<file path="src/rtl/ysyx_23060096_ifu_if.sv">
// Instruction-fetch bus bundle: imem request/response plus the fetch-to-decode handshake.
// Latency: none, this is wiring only.
// Backpressure: imem_req_ready stalls requests; id_ready holds the decode slot.
//
// master : IFU side (drives the imem request and the decode slot)
// slave  : memory/decode side (drives ready, response and id_ready)
interface ysyx_23060096_ifu_if;
  logic        imem_req_valid;
  logic        imem_req_ready;
  logic [31:0] imem_addr;
  logic        imem_rsp_valid;
  logic [31:0] imem_rsp_data;
  logic        id_valid;
  logic        id_ready;
  logic [31:0] id_pc;
  logic [31:0] id_inst;

  modport master (
    output imem_req_valid, imem_addr, id_valid, id_pc, id_inst,
    input  imem_req_ready, imem_rsp_valid, imem_rsp_data, id_ready
  );

  modport slave (
    input  imem_req_valid, imem_addr, id_valid, id_pc, id_inst,
    output imem_req_ready, imem_rsp_valid, imem_rsp_data, id_ready
  );
endinterface

</file>
<file path="src/rtl/ysyx_23060096_ifu.sv">
// Instruction fetch unit: REQ -> WAIT -> OUT loop, one instruction in flight, redirectable.
// Latency: 3 cycles per instruction with zero-wait memory and decode.
// Backpressure: waits on imem_req_ready / imem_rsp_valid; holds id_* stable until id_ready.
//
// Ports: clk, rst_n (synchronous, active-low); bus (ysyx_23060096_ifu_if.master);
//        redirect_valid/redirect_pc (jump/branch/trap target); fetch_cnt (instructions
//        accepted by decode); misalign_err (sticky misaligned-redirect flag).
// Optional feature: define YSYX_23060096_IFU_MISALIGN_CHK_EN to halt on a misaligned
//        redirect target; otherwise target bits [1:0] are cleared and misalign_err is 0.
module ysyx_23060096_ifu #(
  parameter logic [31:0] RESET_PC = 32'h8000_0000
) (
  input  logic                       clk,
  input  logic                       rst_n,
  ysyx_23060096_ifu_if.master        bus,
  input  logic                       redirect_valid,
  input  logic [31:0]                redirect_pc,
  output logic [31:0]                fetch_cnt,
  output logic                       misalign_err
);

`ifdef YSYX_23060096_IFU_MISALIGN_CHK_EN
  typedef enum logic [1:0] {S_REQ, S_WAIT, S_OUT, S_HALT} state_t;
`else
  typedef enum logic [1:0] {S_REQ, S_WAIT, S_OUT} state_t;
`endif

  state_t      state_q, state_d;
  logic [31:0] pc_q, pc_d;
  logic        drop_q, drop_d;
  logic [31:0] id_pc_q, id_inst_q;
  logic        cap;
  logic        cnt_inc;
  logic [31:0] redir_tgt;
  logic        redir_bad;

`ifdef YSYX_23060096_IFU_MISALIGN_CHK_EN
  logic err_q;
  assign redir_tgt    = redirect_pc;
  assign redir_bad    = redirect_valid && (redirect_pc[1:0] != 2'b00);
  assign misalign_err = err_q;
`else
  // Low target bits are simply discarded in this build.
  logic redir_lsb_unused;
  assign redir_lsb_unused = ^redirect_pc[1:0];
  assign redir_tgt    = {redirect_pc[31:2], 2'b00};
  assign redir_bad    = 1'b0;
  assign misalign_err = 1'b0;
`endif

  assign bus.imem_addr = pc_q;
  assign bus.id_pc     = id_pc_q;
  assign bus.id_inst   = id_inst_q;

  always_comb begin
    state_d            = state_q;
    pc_d               = pc_q;
    drop_d             = drop_q;
    cap                = 1'b0;
    cnt_inc            = 1'b0;
    bus.imem_req_valid = 1'b0;
    bus.id_valid       = 1'b0;
    case (state_q)
      S_REQ: begin
        // A redirect suppresses the request so the old PC is never fetched.
        bus.imem_req_valid = rst_n && !redirect_valid;
        if (redirect_valid) begin
          pc_d = redir_tgt;
        end else if (bus.imem_req_ready) begin
          state_d = S_WAIT;
        end
      end
      S_WAIT: begin
        if (redirect_valid) begin
          pc_d = redir_tgt;
          if (bus.imem_rsp_valid) begin
            // Response for the old path lands this very cycle: drop it right here.
            drop_d  = 1'b0;
            state_d = S_REQ;
          end else begin
            // Still waiting: remember to throw the stale word away when it arrives.
            drop_d = 1'b1;
          end
        end else if (bus.imem_rsp_valid) begin
          drop_d  = 1'b0;
          state_d = S_REQ;
          if (!drop_q) begin
            cap     = 1'b1;
            pc_d    = pc_q + 32'd4;
            state_d = S_OUT;
          end
        end
      end
      S_OUT: begin
        bus.id_valid = 1'b1;
        // The handshake still counts if a redirect shows up in the same cycle.
        if (bus.id_ready) begin
          cnt_inc = 1'b1;
          state_d = S_REQ;
        end
        if (redirect_valid) begin
          pc_d    = redir_tgt;
          state_d = S_REQ;
        end
      end
`ifdef YSYX_23060096_IFU_MISALIGN_CHK_EN
      S_HALT: begin
        state_d = S_HALT;
      end
`endif
      default: begin
        state_d = S_REQ;
      end
    endcase
`ifdef YSYX_23060096_IFU_MISALIGN_CHK_EN
    if (redir_bad && (state_q != S_HALT)) begin
      state_d = S_HALT;
      drop_d  = 1'b0;
    end
`endif
  end

  always_ff @(posedge clk) begin
    if (!rst_n) begin
      state_q   <= S_REQ;
      pc_q      <= RESET_PC;
      drop_q    <= 1'b0;
      id_pc_q   <= 32'd0;
      id_inst_q <= 32'd0;
      fetch_cnt <= 32'd0;
    end else begin
      state_q <= state_d;
      pc_q    <= pc_d;
      drop_q  <= drop_d;
      if (cap) begin
        id_pc_q   <= pc_q;
        id_inst_q <= bus.imem_rsp_data;
      end
      if (cnt_inc) begin
        fetch_cnt <= fetch_cnt + 32'd1;
      end
    end
  end

`ifdef YSYX_23060096_IFU_MISALIGN_CHK_EN
  always_ff @(posedge clk) begin
    if (!rst_n) begin
      err_q <= 1'b0;
    end else if (redir_bad) begin
      err_q <= 1'b1;
    end
  end
`endif

endmodule
</file>
<file path="src/flat_wrapper.sv">
// flat-port wrapper written by rule: the top's interface ports become plain ports
module ysyx_23060096_ifu_flat 
#(
  parameter logic [31:0] RESET_PC = 32'h8000_0000
)
  (clk, rst_n, redirect_valid, redirect_pc, fetch_cnt, misalign_err, bus_imem_req_valid, bus_imem_addr, bus_id_valid, bus_id_pc, bus_id_inst, bus_imem_req_ready, bus_imem_rsp_valid, bus_imem_rsp_data, bus_id_ready);
  ysyx_23060096_ifu_if bus_i ();
  input  logic clk;
  input  logic rst_n;
  input  logic redirect_valid;
  input  logic [31:0] redirect_pc;
  output logic [31:0] fetch_cnt;
  output logic misalign_err;
  output wire logic [$bits(bus_i.imem_req_valid)-1:0] bus_imem_req_valid;
  output wire logic [$bits(bus_i.imem_addr)-1:0] bus_imem_addr;
  output wire logic [$bits(bus_i.id_valid)-1:0] bus_id_valid;
  output wire logic [$bits(bus_i.id_pc)-1:0] bus_id_pc;
  output wire logic [$bits(bus_i.id_inst)-1:0] bus_id_inst;
  input wire logic [$bits(bus_i.imem_req_ready)-1:0] bus_imem_req_ready;
  input wire logic [$bits(bus_i.imem_rsp_valid)-1:0] bus_imem_rsp_valid;
  input wire logic [$bits(bus_i.imem_rsp_data)-1:0] bus_imem_rsp_data;
  input wire logic [$bits(bus_i.id_ready)-1:0] bus_id_ready;
  assign bus_imem_req_valid = bus_i.imem_req_valid;
  assign bus_imem_addr = bus_i.imem_addr;
  assign bus_id_valid = bus_i.id_valid;
  assign bus_id_pc = bus_i.id_pc;
  assign bus_id_inst = bus_i.id_inst;
  assign bus_i.imem_req_ready = bus_imem_req_ready;
  assign bus_i.imem_rsp_valid = bus_imem_rsp_valid;
  assign bus_i.imem_rsp_data = bus_imem_rsp_data;
  assign bus_i.id_ready = bus_id_ready;
  ysyx_23060096_ifu #(.RESET_PC(RESET_PC)) u_core (.clk(clk), .rst_n(rst_n), .bus(bus_i), .redirect_valid(redirect_valid), .redirect_pc(redirect_pc), .fetch_cnt(fetch_cnt), .misalign_err(misalign_err));
endmodule
</file>
<file path="config.mk">
export PLATFORM = sky130hd
export DESIGN_NAME = ysyx_23060096_ifu_flat
export DESIGN_NICKNAME = d
export VERILOG_FILES = /design/src/rtl/ysyx_23060096_ifu_if.sv /design/src/rtl/ysyx_23060096_ifu.sv /design/src/flat_wrapper.sv
export SDC_FILE = /design/constraint.sdc
export NUM_CORES = 1
export LEC_CHECK = 0
export ABC_AREA = 1
export BUFFER_PORTS_ARGS = -buffer_cell sky130_fd_sc_hd__buf_2
export CORE_ASPECT_RATIO = 0.9
export CORE_MARGIN = 2
export CORE_UTILIZATION = 29
export CTS_BUF_LIST = sky130_fd_sc_hd__clkbuf_2
export CTS_CLUSTER_DIAMETER = 120
export DETAILED_ROUTE_END_ITERATION = 6
export GPL_TIMING_DRIVEN = 1
export HOLD_SLACK_MARGIN = 0.03
export PLACE_DENSITY = 0.56
export SYNTH_ARGS = -nofsm -noshare
export SYNTH_HDL_FRONTEND = slang
export SYNTH_SLANG_ARGS = --single-unit
</file>
<file path="constraint.sdc">
create_clock -name clk -period 1.8 [get_ports clk]
set_clock_uncertainty 0.2 [all_clocks]
set_input_delay 0.09 -clock clk [delete_from_list [all_inputs] [get_ports clk]]
set_output_delay 0.09 -clock clk [all_outputs]
set_load 0.01 [all_outputs]
</file>
==> summary.md, run 1 <==
| Metric | Value |
|---|---|
| Setup CP Type | `register to primary output` |
| Run status | `complete, but fails checks` |
| Worst-case reg-to-reg path depth | `12` |
| Worst Hold Depth | `6` |
| Maximum root-to-sink buffer count | `2` |
| Synthesized area | `0.006314 sq mm` |
| Gr ovfl total | `0` |
| CP arrival | `around 1.5 ns` |
| Tightest Hold Check Type | `input port to register` |
| FF-to-FF Start | `u_core.bus.imem_addr[2]` |
| FILL cells | `roughly 2200` |
| Port bufs | `193` |
| Mapped Avg Cell Area | `~6.4 sq um` |
| First-pass GRT wire length | `between 30000 and 40000 microns` |
| CTS root buf | `clkbuf_2` |
| FP Rows | `51` |
| Seq/Total Area, Yosys | `about two fifths` |
| First-pass detailed-route iteration total | `5` |
| Peak VDD IR | `0.3304 mV` |
| DRT Wirelength | `~24000 microns` |
| Post-Layout Cell Count | `about 1700` |
| TritonCTS clock tree | `built` |
| DRT iter0 DRCs | `500` |
| Tmin final | `1.818 ns` |
| Part of the cycle the worst path needs | `101.0%` |
| Num ports | `201` |
| Post-route cell area | `0.01006 sq mm` |
| Clk slew on worst S/H paths | `around 0.22 ns` |
| Worst-Skew Late Latency | `0.72 ns` |
| Synthesized flop and latch total | `127` |
| Slew Limit Fails | `0` |
| CP startpoint kind | `register` |
| Via count | `7760` |
| Layout Nets | `1449` |
| Unrepaired setup endpoints after global routing | `true` |
| Core Util, Final | `between 40% and 50%` |
| Failing checks | `setup timing` |
| Worst reg2reg path endpoint | `u_core.bus.imem_addr[22]` |
| Area of the die | `roughly 0.023 sq mm` |
| DIE HEIGHT | `144.0 microns` |
| Most frequent cells in the layout | `270 x nand2_1, 188 x buf_2, 184 x nor2_1` |
| Fmax | `0.5502 GHz` |
| R2R Setup Slk | `0.05 ns` |
| Post-Synthesis Cells | `994` |
| Placed insts | `1502` |
| Synth cell types | `33` |
| Leakage | `0.004409 uW` |
| Initial antenna violation count | `1` |
| Max FO, Critical Path | `3` |
| Fin worst setup slack | `-0.01768 ns` |
| Share of layout cells above drive strength 1 | `29.81%` |
| Worst EP required | `1.51 ns` |
| Core area | `approximately 0.022 sq mm` |
| H-tree levels | `4` |
| Final hold vios | `0` |
| WL/cell | `about 14 microns` |
| Initial Utilization | `29.36%` |
| Width of the die | `159.5 microns` |
| Critical Path Sink Type | `primary output` |
| Yosys Warn Count | `0` |
| Vias in the first global route | `approximately 7300` |
| DP Area | `0.007988 sq mm` |
| Hold EP | `u_core.bus.imem_addr[10]` |
| Commonest non-fill, non-tap cell in the layout | `nand2_1` |
| Routed Antenna Nets | `0` |
| GRT Util Overall | `19.88%` |
| Tot Pwr | `6071 uW` |
| Clock Sinks | `127` |
| Largest net degree at the start of global routing | `65` |
| Layout area overhead | `59.41%` |
| Max cap viols | `0` |
| Detailed Place HPWL | `15540 microns` |
| DRC Markers | `0` |
| Placer Congestion | `0.8846` |
| Hold Startpoint | `redirect_pc[10]` |
| Vias/cell | `4.616` |
| Final setup viols | `1` |
| CTS buffer count | `17` |
| Power Dens Cells | `603.2 mW/mm^2` |
-- cell usage after synthesis (all sizes together) --
library cell  number  share of area, %
nor2             213                13
nand3             41               3.4
xor2               3              0.42
nand2            281                17
o21a               2              0.24
a221oi             1              0.14
buf               25               2.3
dfxtp            127                40
a22oi              1              0.20
a211oi             2              0.24
nor3               6              0.65
inv               70               4.2
nand3b            11               1.3
xnor2              2              0.28
nor4               2              0.20
and3               1             0.099
a31oi              4              0.40
a21oi             76               6.0
o31ai              1              0.12
o21ai             93               7.4
o211ai             1              0.12
conb               1             0.059
clkbuf            20               1.2
nand4              8              0.79
ha                 2              0.40
-- per-stage QoR --
stage                     hold slack, ns  setup TNS [ns]  worst slack, ns
after floorplan                 -0.01409               0         0.009979
after global placement            0.1405         -0.1318         -0.04786
after detailed placement          0.1344         -0.2808         -0.07148
after CTS                        0.03010         -0.1679         -0.08658
after global routing             0.02980         -0.9506          -0.1269
final                             0.1009        -0.01768         -0.01768
-- area by class of cell --
cell class / count / area (sq um) / area share [%]
timing repair buffer: 404 / 3040 / 30.21
inverter: 70 / 285.3 / 2.834
antenna: 1 / 2.502 / 0.02486
timing repair inverter: 1 / 5.005 / 0.04973
tap: 291 / 364.1 / 3.618
clock inverter: 13 / 166.4 / 1.653
sequential: 127 / 2610 / 25.93
clock buffer: 18 / 90.09 / 0.8951
multi-input combinational: 756 / 3501 / 34.78
-- flip-flops by register name, summed over array words and instances, names as in the netlist --
register,count
u_core.bus.id_pc,30
u_core.drop_q,1
u_core.bus.id_inst,32
u_core.state_q,2
u_core.bus.imem_addr,30
u_core.fetch_cnt,32
-- worst max path at each step --
stage | startpoint | cells past startpoint | slack [ns] | endpoint
after global routing | u_core.state_q[1] | 2 | -0.13 | bus_imem_req_valid
after global placement | u_core.bus.imem_addr[2] | 12 | -0.05 | u_core.bus.imem_addr[28]
after CTS | u_core.state_q[1] | 2 | -0.09 | bus_imem_req_valid
after detailed placement | u_core.bus.imem_addr[2] | 11 | -0.07 | u_core.bus.imem_addr[20]
final | u_core.state_q[1] | 2 | -0.02 | bus_imem_req_valid
after floorplan | u_core.fetch_cnt[0] | 8 | 0.01 | u_core.fetch_cnt[10]
-- kinds of logic (layout without fill, tap and decap cells) --
family / Yosys count / after routing / share of synthesized area [%]
AO/OA/AOI/OAI: 181 / 181 / 14.84
other: 1 / 6 / 0.05940
flip-flops: 127 / 127 / 40.27
XOR/XNOR: 5 / 5 / 0.6937
AND/OR/NAND/NOR: 563 / 563 / 36.07
adder cells (fa/ha/maj): 2 / 2 / 0.3963
buffers and inverters: 115 / 506 / 7.669
-- power by group --
group          internal (uW)  leakage (uW)  total [uW]  switching, uW
clock                    774      0.000136        1970           1200
sequential              2920       0.00105        3020           95.8
combinational            545       0.00322        1080            537
-- what timing repair did --
item	CTS	global route
setup buffers	7	15
hold buffers	121	2
gates resized for setup	25	117
endpoints found under the hold margin	127	3
pin swaps	4	29
setup endpoints to repair	40	128
gates cloned	0	3
-- critical path, cell delays in order (launching register included) --
cell     delay, ns
dfxtp_4       0.39
nor4_2        0.26
buf_2         0.19
-- routing by layer --
metal  vias to the layer above  global-route usage (%)  part of all wire (%)
met4                         0                   6.842                   1.6
met5                         -                       0                     0
met3                        23                   3.671                   4.9
met1                      3556                   25.96                    47
li1                       3963                       -                     -
met2                       218                   33.22                    47
No activity file was read; power rests on OpenSTA's default activity.
==> run 2: changes to the inputs <==
--- a/config.mk
+++ b/config.mk
@@ -7,6 +7,8 @@
 export LEC_CHECK = 0
 export ABC_AREA = 1
 export BUFFER_PORTS_ARGS = -buffer_cell sky130_fd_sc_hd__buf_2
+export CELL_PAD_IN_SITES_DETAIL_PLACEMENT = 0
+export CELL_PAD_IN_SITES_GLOBAL_PLACEMENT = 1
 export CORE_ASPECT_RATIO = 0.9
 export CORE_MARGIN = 2
 export CORE_UTILIZATION = 29
@@ -15,7 +17,7 @@
 export DETAILED_ROUTE_END_ITERATION = 6
 export GPL_TIMING_DRIVEN = 1
 export HOLD_SLACK_MARGIN = 0.03
-export PLACE_DENSITY = 0.56
+export PLACE_DENSITY = 0.76
 export SYNTH_ARGS = -nofsm -noshare
 export SYNTH_HDL_FRONTEND = slang
 export SYNTH_SLANG_ARGS = --single-unit
==> run 2 against run 1 <==
Effect of this change: the run still ends with setup timing left; register-to-register slack got worse by 0.02 ns; critical path depth unchanged; combinational power about the same; routed wire length decreased by 0.36%; worst setup slack improved by 0.016 ns; sequential share of layout area increased by 0.060 points; utilization decreased by 0.47 points; global-route usage increased by 0.088 points; die area unchanged; fmax increased by 0.89%; critical path type unchanged; critical endpoint unchanged; largest cell class unchanged.
==> summary.md, run 2 (synthesized netlist as in run 1, its figures left out) <==
| Metric | Value |
|---|---|
| Core area | `around 0.022 sq mm` |
| Crit path buf inv count | `1` |
| DRT Wirelength | `approximately 24000 microns` |
| Sequential share of power | `about half` |
| Tightest Hold Check Type | `input port to register` |
| Sw frac | `30.72%` |
| Crit path to | `bus_imem_req_valid` |
| Initial Utilization | `slightly below 30%` |
| Placer Congestion | `0.8750` |
| Slew Limit Fails | `0` |
| Final setup viols | `1` |
| DRT iter0 DRCs | `600` |
| H-tree levels | `4` |
| Cell family with most CP delay | `flip-flops` |
| Setup CP Type | `register to primary output` |
| Share of layout cells above drive strength 1 | `28.54%` |
| FP Rows | `51` |
| CP startpoint kind | `register` |
| Num ports | `201` |
| Largest net degree at the start of global routing | `51` |
| Post-Layout Cell Count | `1684` |
| Crit path depth | `2` |
| Routed Antenna Nets | `0` |
| Layout area overhead | `57.83%` |
| Worst EP required | `1.51 ns` |
| Maximum root-to-sink buffer count | `2` |
| R2R Setup Slk | `0.03 ns` |
| Fmax | `about 0.56 GHz` |
| Critical Path Sink Type | `primary output` |
| GRT Util Overall | `19.97%` |
| Unrepaired setup endpoints after global routing | `true` |
| Peak VDD IR | `0.2989 mV` |
| Part of the cycle the worst path needs | `100.1%` |
| Width of the die | `159.5 microns` |
| Gate power share | `18.2%` |
| Max FO, Critical Path | `3` |
| Vias in the first global route | `7209` |
| Sequence of cells on the critical path | `nor4_4 -> buf_2` |
| Failing checks | `setup timing` |
| Leakage | `0.004390 uW` |
| P_int | `between 4000 and 5000 uW` |
| Run status | `complete, but fails checks` |
| Tmin final | `1.802 ns` |
| Worst path slowest cell | `dfxtp_4` |
| Power Dens Cells | `between 500 and 600 mW/mm^2` |
| Worst-case reg-to-reg path depth | `10` |
| CP peak stage delay | `0.40 ns` |
| CTS root buf | `clkbuf_2` |
| Via count | `~7700` |
| Detailed Place HPWL | `16170 microns` |
| Fin worst setup slack | `-0.001661 ns` |
| Clock Sinks | `127` |
| Switching pwr | `1821 uW` |
| WL/cell | `14.02 microns` |
| Most frequent cells in the layout | `273 x nand2_1, 193 x buf_2, 186 x nor2_1` |
| Commonest non-fill, non-tap cell in the layout | `nand2_1` |
| CTS buffer count | `17` |
| Area of the die | `roughly 0.023 sq mm` |
| First-pass detailed-route iteration total | `5` |
| Final hold vios | `0` |
| Max cap viols | `0` |
| Port bufs | `193` |
| Vias/cell | `4.591` |
| DIE HEIGHT | `144.0 microns` |
| DRC Markers | `0` |
| Worst-Skew Late Latency | `0.71 ns` |
| Initial antenna violation count | `1` |
| Clk network pwr share | `a little over 30%` |
| Clk slew on worst S/H paths | `roughly 0.19 ns` |
| TritonCTS clock tree | `built` |
| Gr ovfl total | `0` |
| Setup WS pre-CTS | `-0.03115 ns` |
| Layout Nets | `1450` |
| Placed insts | `between 1500 and 2000` |
| First-pass GRT wire length | `36700 microns` |
| Worst Setup SP | `u_core.state_q[0]` |
| Worst reg2reg path endpoint | `u_core.bus.imem_addr[21]` |
| CP arrival | `1.51 ns` |
| FF-to-FF Start | `u_core.state_q[0]` |
==> run 2: routing by layer <==
layer  GRT usage, %  part of all wire (%)  wire, microns  vias up
li1               -                     -              -     3951
met1          26.82                    49          11560     3520
met2          33.13                    45          10550      244
met3          4.101                   5.4           1284       16
met4          4.593                  0.89            210        0
met5              0                     0              0        -
==> run 2: what timing repair did <==
action / CTS / global route
setup endpoints to repair: 19 / 97
hold endpoints to repair: 127 / 0
gates resized for setup: 10 / 105
gates cloned: 0 / 4
pin swaps: 1 / 14
buffers inserted: 2 / 12
hold buffers: 118 / 0
==> run 2: power groups by stage <==
stage / Sequential, uW / Combinational [uW] / Clock (uW)
after floorplan: 3110 / 365 / 0
after global placement: 3070 / 788 / 0
after detailed placement: 3070 / 791 / 0
after CTS: 3010 / 1000 / 1920
after global routing: 3040 / 1180 / 2020
final: 3020 / 1080 / 1830
==> run 2: area by class of cell <==
type | count | area (sq um)
Antenna cell | 2 | 5.005
Clock buffer | 18 | 90.09
Clock inverter | 14 | 142.6
Fill cell | 2206 | 11540
Inverter | 70 | 280.3
Multi-Input combinational cell | 756 | 3475
Sequential cell | 127 | 2590
Tap cell | 291 | 364.1
Timing Repair Buffer | 406 | 3018
==> run 2: per-stage QoR <==
stage               instance area, sq um  power, uW  util [%]  hold WS (ns)   TNS (ns)
floorplan                           6329       3472         -      -0.01409          0
global placement                    8073       3857     37.54        0.1349          0
detailed placement                  8073       3860     37.54        0.1336    -0.1194
CTS                                 9523       5925     44.28       0.03375   -0.04723
global route                        9965       6238     46.34       0.04001     -1.672
finish                              9965       5929     46.34        0.1008  -0.001661
==> run 2: worst min path at each step <==
stage                                   from                       end  cells after the start
final                        redirect_pc[27]  u_core.bus.imem_addr[27]                      6
after global routing                   rst_n      u_core.bus.id_pc[21]                      4
after CTS                    redirect_pc[24]  u_core.bus.imem_addr[24]                      6
after detailed placement  bus_imem_rsp_valid         u_core.state_q[0]                      2
after global placement    bus_imem_rsp_valid         u_core.state_q[0]                      2
after floorplan           bus_imem_rsp_valid         u_core.state_q[0]                      1
==> run 2: worst register-to-register path, cell delays in order, from the launching register on <==
cell,delay (ns)
dfxtp_4,0.41
buf_4,0.16
inv_6,0.05
nor2_4,0.19
nand4_1,0.17
nor2_1,0.12
buf_4,0.15
nand3_1,0.07
nand2_1,0.06
nand2_1,0.05
a21oi_1,0.10
==> run 3: changes to the inputs <==
--- a/config.mk
+++ b/config.mk
@@ -6,7 +6,6 @@
 export NUM_CORES = 1
 export LEC_CHECK = 0
 export ABC_AREA = 1
-export BUFFER_PORTS_ARGS = -buffer_cell sky130_fd_sc_hd__buf_2
 export CELL_PAD_IN_SITES_DETAIL_PLACEMENT = 0
 export CELL_PAD_IN_SITES_GLOBAL_PLACEMENT = 1
 export CORE_ASPECT_RATIO = 0.9
@@ -15,9 +14,10 @@
 export CTS_BUF_LIST = sky130_fd_sc_hd__clkbuf_2
 export CTS_CLUSTER_DIAMETER = 120
 export DETAILED_ROUTE_END_ITERATION = 6
+export DONT_BUFFER_PORTS = 1
 export GPL_TIMING_DRIVEN = 1
 export HOLD_SLACK_MARGIN = 0.03
-export PLACE_DENSITY = 0.76
+export PLACE_DENSITY = 0.63
 export SYNTH_ARGS = -nofsm -noshare
 export SYNTH_HDL_FRONTEND = slang
 export SYNTH_SLANG_ARGS = --single-unit
==> run 3 against run 2 <==
Effect of this change: the flow still finishes with violations (setup timing); fmax down 3.1%; sequential cell count did not move; combinational power down 5%; critical path type unchanged; largest power group unchanged.
==> summary.md, run 3 (synthesized netlist as in run 1, its figures left out) <==
| Metric | Value |
|---|---|
| DRT Wirelength | `around 25000 microns` |
| Worst EP required | `1.51 ns` |
| Initial antenna violation count | `1` |
| Most frequent cells in the layout | `266 x nand2_1, 175 x nor2_1, 131 x dlygate4sd3_1` |
| Setup CP Type | `register to primary output` |
| Max cap viols | `0` |
| First-pass detailed-route iteration total | `5` |
| Multi-input gate area | `0.003623 sq mm` |
| CTS buffer count | `17` |
| Area of the die | `0.02297 sq mm` |
| Post-route cell area | `between 0.009 and 0.01 sq mm` |
| Failing checks | `setup timing` |
| Tmin final | `1.859 ns` |
| Via count | `7309` |
| Part of the cycle the worst path needs | `103.3%` |
| TritonCTS clock tree | `built` |
| Unrepaired setup endpoints after global routing | `true` |
| Vias/cell | `4.712` |
| Largest net degree at the start of global routing | `79` |
| Routed Antenna Nets | `0` |
| DRT iter0 DRCs | `between 400 and 500` |
| Port bufs | `0` |
| Power Dens Cells | `604.1 mW/mm^2` |
| Maximum root-to-sink buffer count | `2` |
| Leakage | `between 0.003 and 0.004 uW` |
| Peak VDD IR | `0.3349 mV` |
| GRT Util Overall | `20.94%` |
| Critical Path Sink Type | `primary output` |
| Detailed Place HPWL | `roughly 16000 microns` |
| Least-Margin Pin Slew | `0.9796 ns` |
| DP Area | `0.007452 sq mm` |
| Final setup viols | `2` |
| Worst-Skew Late Latency | `0.70 ns` |
| Initial Utilization | `~30%` |
| Run status | `complete, but fails checks` |
| Clock Sinks | `127` |
| DRC Markers | `0` |
| Commonest non-fill, non-tap cell in the layout | `nand2_1` |
| CTS root buf | `clkbuf_2` |
| First-pass GRT wire length | `37850 microns` |
| Core area | `0.02150 sq mm` |
| FILL cells | `2240` |
| Gr ovfl total | `0` |
| DIE HEIGHT | `roughly 140 microns` |
| Placer Congestion | `0.8699` |
| CP startpoint kind | `register` |
| Share of layout cells above drive strength 1 | `22.66%` |
| H-tree levels | `4` |
| FF+latch area | `~0.0026 sq mm` |
| Fmax | `between 0.5 and 0.6 GHz` |
| FP Rows | `51` |
| Setup WS pre-CTS | `-0.05598 ns` |
| Num ports | `201` |
| Layout area overhead | `55.25%` |
| Width of the die | `159.5 microns` |
| Vias in the first global route | `6934` |
| Fin worst setup slack | `-0.05910 ns` |
| Max-slew headroom | `between 30% and 40%` |
| Tightest Hold Check Type | `input port to register` |
| Layout Nets | `1317` |
| WL/cell | `16.02 microns` |
| Max FO, Critical Path | `2` |
| Slew Limit Fails | `0` |
| Clk slew on worst S/H paths | `0.21 ns` |
| CP arrival | `1.57 ns` |
| Tot Pwr | `5921 uW` |
| Final hold vios | `0` |
## run 3: changes by cell type in the layout (fill, tap and decap cells not counted), moves of 5 or more
cell,previous run,this run
nor2_2,19,24
nand3_1,38,33
nand2_1,273,266
buf_6,6,20
buf_16,0,5
nor2_4,8,14
nand2_2,7,12
o21ai_0,82,77
dlygate4sd3_1,118,131
buf_4,79,106
nor2_1,186,175
buf_2,193,0
## run 3: where the power goes
group          switching, uW  internal, uW  leakage [uW]
Clock                   1200           646      0.000130
Sequential               123          2920       0.00105
Combinational            512           517       0.00265
Total                   1840          4090       0.00383
## run 3: final timing paths
path | start | to | slack (ns) | cells past startpoint
worst min-delay path | redirect_pc[6] | u_core.bus.imem_addr[6] | 0.02 | 5
worst max-delay path | u_core.state_q[0] | bus_imem_req_valid | -0.06 | 3
worst max register to register | u_core.state_q[0] | u_core.bus.imem_addr[21] | 0 | 9
worst min register to register | u_core.fetch_cnt[12] | u_core.fetch_cnt[12] | 0.29 | 2
## run 3: what timing repair did
item                                    in CTS  in global routing
pin swaps                                    6                 28
gates cloned                                 1                  3
hold buffers                               113                 24
buffers inserted                             4                  7
hold endpoints to repair                   127                 29
resized for setup                           24                154
endpoints found under the setup margin      24                111
## run 3: worst max-delay path, stage by stage, from the launching register on
cell     delay, ns
dfxtp_4       0.39
buf_6         0.11
nor4_4        0.23
buf_4         0.16
## run 3: layout make-up
type / count / area share, %
antenna: 2 / 0.05106
sequential: 127 / 26.45
clock buffer: 19 / 0.9701
timing repair buffer: 273 / 27.55
inverter: 70 / 2.859
tap: 291 / 3.715
multi-input combinational: 756 / 36.97
clock inverter: 13 / 1.442
## run 3: layer usage
metal  part of all wire [%]  track usage [%]
met5                      0                0
met4                    1.3            5.407
met3                    6.3            5.764
met2                     46            34.50
met1                     46            27.19
## run 3: stage by stage
step	utilization (%)	TNS [ns]	hold WS [ns]	cells
after detailed placement	34.65	-0.3012	-0.0002604	1368
final	45.58	-0.05994	0.01946	1551
after floorplan	-	0	-0.01409	998
after global routing	45.57	-1.755	0.03209	1550
after CTS	42.01	-0.2128	-0.7158	1518
after global placement	34.65	-0.1080	-0.001635	1368
